[config.mk]
export PLATFORM = sky130hd
export DESIGN_NAME = eth_tx_arbiter
export DESIGN_NICKNAME = d
export VERILOG_FILES = /design/src/rtl/eth_tx_arbiter.sv
export SDC_FILE = /design/constraint.sdc
export NUM_CORES = 1
export LEC_CHECK = 0
export BUFFER_PORTS_ARGS = -buffer_cell sky130_fd_sc_hd__buf_4
export CORE_MARGIN = 2
export CORE_UTILIZATION = 50
export DETAILED_ROUTE_END_ITERATION = 8
export GPL_ROUTABILITY_DRIVEN = 1
export GPL_TIMING_DRIVEN = 0
export PLACE_DENSITY = 0.74
export SETUP_SLACK_MARGIN = 0.15
export SLEW_MARGIN = 0
export SYNTH_ARGS = -nofsm -noshare
export SYNTH_HDL_FRONTEND = slang
export SYNTH_SLANG_ARGS = --single-unit
[constraint.sdc]
create_clock -name i_clk -period 4.75 [get_ports i_clk]
set_input_delay 0.95 -clock i_clk [delete_from_list [all_inputs] [get_ports i_clk]]
set_output_delay 0.95 -clock i_clk [all_outputs]
set_load 0.03 [all_outputs]
[src/rtl/eth_tx_arbiter.sv]
// Two-source byte-stream arbiter feeding a MAC TX FIFO; frame-atomic grants, round-robin on ties.
// Latency: grant registered one clock after request in IDLE; data/ready then pass through with zero added latency.
// Backpressure: i_eth_wready routed straight to the granted source; idle-stall watchdog aborts hung frames.
// Optional: define ETH_ARB_FRAME_COUNT_EN to add per-source completed-frame counters.
module eth_tx_arbiter #(
  parameter int TIMEOUT_CYCLES = 1024,
  parameter int IFG_CYCLES     = 12
) (
  input  logic        i_clk,
  input  logic        i_rst_n,
  input  logic [7:0]  i_s0_data,
  input  logic        i_s0_valid,
  input  logic        i_s0_last,
  output logic        o_s0_ready,
  input  logic [7:0]  i_s1_data,
  input  logic        i_s1_valid,
  input  logic        i_s1_last,
  output logic        o_s1_ready,
  output logic [7:0]  o_eth_wdata,
  output logic        o_eth_wvalid,
  input  logic        i_eth_wready,
  output logic [1:0]  o_grant,
  output logic        o_abort
`ifdef ETH_ARB_FRAME_COUNT_EN
  ,
  output logic [15:0] o_s0_frames,
  output logic [15:0] o_s1_frames
`endif
);

  typedef enum logic [1:0] {IDLE, BUSY, GAP} state_t;

  localparam logic [15:0] WD_LAST  = 16'(TIMEOUT_CYCLES - 1);
  localparam logic [15:0] GAP_LAST = 16'(IFG_CYCLES - 1);
  localparam bit          NO_GAP   = (IFG_CYCLES == 0);

  state_t      state, state_nxt;
  logic        owner;       // 0 = source 0, 1 = source 1
  logic        ptr;         // last-served source
  logic [15:0] wd_cnt;
  logic [15:0] gap_cnt;

  logic        src_valid, src_last, xfer;
  logic [7:0]  src_data;
  logic        grant_ld, grant_sel, frame_end, frame_done;
  logic        wd_clr, wd_inc, gap_inc;

  assign src_valid = owner ? i_s1_valid : i_s0_valid;
  assign src_last  = owner ? i_s1_last  : i_s0_last;
  assign src_data  = owner ? i_s1_data  : i_s0_data;
  assign xfer      = (state == BUSY) & src_valid & i_eth_wready;

  // State register
  always_ff @(posedge i_clk or negedge i_rst_n) begin
    if (!i_rst_n) state <= IDLE;
    else          state <= state_nxt;
  end

  // Next-state decode and all arbiter outputs; outputs are quiet outside BUSY
  always_comb begin
    state_nxt    = state;
    grant_ld     = 1'b0;
    grant_sel    = owner;
    frame_end    = 1'b0;
    frame_done   = 1'b0;
    wd_clr       = 1'b0;
    wd_inc       = 1'b0;
    gap_inc      = 1'b0;
    o_eth_wvalid = 1'b0;
    o_eth_wdata  = 8'h00;
    o_s0_ready   = 1'b0;
    o_s1_ready   = 1'b0;
    o_grant      = 2'b00;
    o_abort      = 1'b0;
    case (state)
      IDLE: begin
        if (i_s0_valid | i_s1_valid) begin
          grant_ld  = 1'b1;
          // On a tie the source that was not served last wins
          grant_sel = (i_s0_valid & i_s1_valid) ? ~ptr : i_s1_valid;
          wd_clr    = 1'b1;
          state_nxt = BUSY;
        end
      end
      BUSY: begin
        o_eth_wvalid = src_valid;
        o_eth_wdata  = src_data;
        o_s0_ready   = ~owner & i_eth_wready;
        o_s1_ready   = owner & i_eth_wready;
        o_grant      = owner ? 2'b10 : 2'b01;
        if (xfer) begin
          // A transfer always beats a timeout landing on the same cycle
          wd_clr = 1'b1;
          if (src_last) begin
            frame_end  = 1'b1;
            frame_done = 1'b1;
          end
        end else if (!src_valid) begin
          // Only source starvation counts; MAC backpressure is not a stall
          if (wd_cnt >= WD_LAST) begin
            o_abort   = 1'b1;
            frame_end = 1'b1;
          end else begin
            wd_inc = 1'b1;
          end
        end
        if (frame_end) state_nxt = NO_GAP ? IDLE : GAP;
      end
      GAP: begin
        if (gap_cnt >= GAP_LAST) state_nxt = IDLE;
        else                     gap_inc   = 1'b1;
      end
      default: state_nxt = IDLE;
    endcase
  end

  // Owner, round-robin pointer, watchdog and inter-frame gap counters
  always_ff @(posedge i_clk or negedge i_rst_n) begin
    if (!i_rst_n) begin
      owner   <= 1'b0;
      ptr     <= 1'b1;
      wd_cnt  <= 16'h0000;
      gap_cnt <= 16'h0000;
    end else begin
      if (grant_ld)    owner <= grant_sel;
      if (frame_end)   ptr   <= owner;
      if (wd_clr)      wd_cnt <= 16'h0000;
      else if (wd_inc) wd_cnt <= wd_cnt + 16'h0001;
      if (frame_end)    gap_cnt <= 16'h0000;
      else if (gap_inc) gap_cnt <= gap_cnt + 16'h0001;
    end
  end

`ifdef ETH_ARB_FRAME_COUNT_EN
  // Completed-frame counters; aborted frames never reach frame_done
  always_ff @(posedge i_clk or negedge i_rst_n) begin
    if (!i_rst_n) begin
      o_s0_frames <= 16'h0000;
      o_s1_frames <= 16'h0000;
    end else if (frame_done) begin
      if (owner) o_s1_frames <= o_s1_frames + 16'h0001;
      else       o_s0_frames <= o_s0_frames + 16'h0001;
    end
  end
`endif

endmodule
==> results.env <==
WIRE_LENGTH_OF_THE_FIRST_GLOBAL_ROUTING_PASS_MM=6.92
SYN-MEAN-INSTANCE-AREA_SQ_UM=10.2
NETS=250
ROUTE.DETAILED.DRC=0
FIN_TNS_SETUP_NS=0
MET2_LENGTH_MM=2.13
ROUTED_WIRELENGTH_MM=3.99
CAPTURING_ELEMENT_TYPE_OF_THE_CRITICAL_PATH='output port'
CLOCK_H_TREE_LEVELS=2
POWER.STATIC_LEAKAGE_nW=1.08
MAX-CLOCK-PATH-BUFFERS=2
HOLDBUFCOUNTCTS=0
WORST_R2R_STARTPOINT='state[0]'
IO_BUFFERS=36
CP_DATA_REQUIRED_TIME_NS=3.80
MAX_SLEW.WORST_PIN.SLEW_NS=0.584
POWER.SHARE.SEQUENTIAL_PCT=33.4
CLK_PIN_SLEW_WORST_PATHS_NS=0.07
LAYOUT_WORST_PATH_CYCLE_SHARE_PCT=65.8
SYNTH-MAIN-FF-CELL='sky130_fd_sc_hd__dfrtp_1'
MIN_PATH_TYPE='register to register'
ANTENNA_FOUND_INITIAL=0
POST_SYNTH_NUM_CELL_TYPES=37
MAX_CLOCK_FREQ_GHz=0.320
NUMBER_OF_PLACED_I_O_PINS=37
FLOORPLAN.ROWS=22
FF2FF_SETUP_SLACK_NS=2.73
INTERNAL-POWER_W=0.000650
DETAIL_ROUTE.FIRST_PASS.ITERATIONS=4
NUMCTSBUFFERS=5
FINAL_MAX_SLEW_VIOL_COUNT=0
SYN_INST=182
POST_ROUTE_CELLS_DRIVE_ABOVE_1_SHARE_PCT=23.5
WHS_ENDPOINT='gap_cnt[12]'
R2R_END='wd_cnt[4]'
CTS_RESIZED=0
SHARE_COMB_OF_TOTAL_POWER_PCT=47.2
POSTSYNTHNETCOUNT=207
LAYOUT_COMMON_CELLS='sky130_fd_sc_hd__buf_4 (36), sky130_fd_sc_hd__dfrtp_1 (35), sky130_fd_sc_hd__nor2_1 (14), sky130_fd_sc_hd__mux2i_1 (13), sky130_fd_sc_hd__and2_1 (13)'
POST_DRT_WL_PER_CELL_UM=14.6
WORSTSETUPSTARTPOINTTYPE='primary input'
CTS_SETUP_BUFFERS=0
CTS_ROOT_BUFFER='sky130_fd_sc_hd__clkbuf_8'
INITIAL_UTILIZATION_PCT=51.2
WORSTREGTOREGCELLS=5
VIAS=1550
HOLD-WORST-SLACK_NS=0.479
LAYOUT_SETUP_WS_NS=1.63
POST_ROUTE_SKEW_NS=0.00351
SLEW-LIMIT-HEADROOM_PCT=61.0
COUNT_OF_CLOCK_TREE_SINKS=36
MAPPEDNETLISTAREA_SQ_UM=1850
ROUTED_LENGTH_ON_MET3_UM=160
POWER.SHARE.CLOCK_PCT=19.4
ROUTE.TOP_LAYER_USED='met4'
LEADING_CELL_TYPE_IN_THE_LAYOUT_FILL_AND_TAPS_EXCLUDED='sky130_fd_sc_hd__buf_4'
IR_DROP_uV=279
ANT_NETS=0
YOSYSSEQAREASHARE_PCT=48.8
DRT-MET1-WL_MM=1.64
NET-SWITCHING-POWER_W=0.000474
FP.COREAREA_SQ_UM=3610
HOLDPATHSTAGES=1
CRITPATHARRIVALTIME_NS=2.17
FINAL-HOLD-VIOLATION-COUNT=0
SETUP_VIOLATIONS=0
CP_MAX_FO=5
DR_VIAS_CELL=5.66
SYNTH_ENABLE_FLOP_CELLS=0
SYNTH-ASYNC-RESET-RATIO_PCT=100
DIE_W_UM=64.8
DPL.HPWL_MM=2.95
YS_WARN_COUNT=0
SETUP.WORST_PATH.CLASS='primary input to output port'
POWER_SWITCHING_SHARE_PCT=42.2
AREA_GROWTH_PCT=22.6
RSZ0062_AT_GRT='false'
CLK-INSERTION-DELAY-LATE_NS=0.29
DIODES_INSERTED=0
GRT.OVERFLOW.TOTAL=0
HOLD_PATH.STARTPOINT='gap_cnt[12]'
VIA_COUNT_OF_THE_FIRST_GLOBAL_ROUTING_PASS=1577
GP_CONGESTION=0.899
TRITONCTS_CLOCK_TREE='yes'
CHIPHEIGHT_UM=64.8
MAXCAP_VIOLATIONS=0
FINISH.UTILIZATION_PCT=62.8
FIRST_ITER_VIOLATIONS=125
PERIOD_NEEDED_NS=3.12
GRT_MAX_DEGREE=37
POSTSYNTHREGISTERBITS=36
POWER_DENSITY_nW_PER_UM2=496
GRT_USAGE_PCT=21.7
POST-PLACE-WS_NS=1.63
DIE-AREA_SQ_UM=4200
PLACEDCELLCOUNT=266
STATUS='complete, no violations'
FINAL-INSTANCE-COUNT-EXCL-FILL=274
==> cells by family after synthesis <==
logic type / count (synthesis) / synth area share (%)
simple gates: 82 / 25.8
buf+inv: 11 / 3.05
mux: 16 / 9.28
fa+ha+maj: 2 / 1.35
compound gates: 35 / 11.7
flops: 36 / 48.8
==> flip-flops by register name, summed over array words and instances (netlist names) <==
name     cells
gap_cnt     16
owner        1
ptr          1
state        2
wd_cnt      16
==> power by group through the flow <==
stage               clock [W]  combinational, W  sequential (W)
global route         0.000234          0.000579        0.000381
CTS                  0.000222          0.000536        0.000375
detailed placement          0          0.000533        0.000380
floorplan                   0          0.000373        0.000371
finish               0.000218          0.000531        0.000376
global placement            0          0.000519        0.000379
==> critical path: stages <==
cell and delay [ns]:
sky130_fd_sc_hd__buf_4 0.13, sky130_fd_sc_hd__mux2_4 0.29, sky130_fd_sc_hd__or4_4 0.56, sky130_fd_sc_hd__nand2_1 0.09
sky130_fd_sc_hd__buf_4 0.16
==> worst max-delay path by stage <==
stage | from | cells past startpoint | to
after CTS | i_s0_valid | 5 | o_abort
after detailed placement | i_s0_valid | 5 | o_abort
final | i_s0_valid | 5 | o_abort
after global routing | i_s0_valid | 5 | o_abort
after floorplan | i_s0_valid | 3 | o_abort
after global placement | i_s0_valid | 5 | o_abort
==> layout make-up <==
class | count | area (sq um)
fill | 307 | 1340
sequential | 36 | 902
multi-input combinational | 135 | 890
timing repair buffer | 36 | 270
clock buffer | 5 | 68.8
tap | 48 | 60.1
buffer | 8 | 45.0
clock inverter | 3 | 18.8
inverter | 3 | 11.3
==> cells in the mapped netlist (all sizes together) (6+ instances only) <==
cell type / n / area [sq um]
dfrtp: 35 / 876
nor2: 14 / 52.6
and2: 13 / 81.3
mux2i: 13 / 130
o21ai: 10 / 50.1
a21oi: 9 / 45.0
nand2: 8 / 30.0
nand3: 8 / 40.0
nor2b: 7 / 43.8
clkbuf: 6 / 22.5
or4: 6 / 48.8
==> per-stage QoR <==
step,total power (W),area (sq um)
CTS,0.00113,2270
floorplan,0.000744,1850
global placement,0.000897,2180
finish,0.00112,2270
global route,0.00119,2270
detailed placement,0.000913,2180
==> per-layer routing <==
layer	vias to the layer above	GRT usage (%)
li1	750	-
met1	765	24.5
met2	28	38.8
met3	7	6.42
met4	0	7.45
met5	-	0
Note: power is estimated with default switching activity, not from simulation.
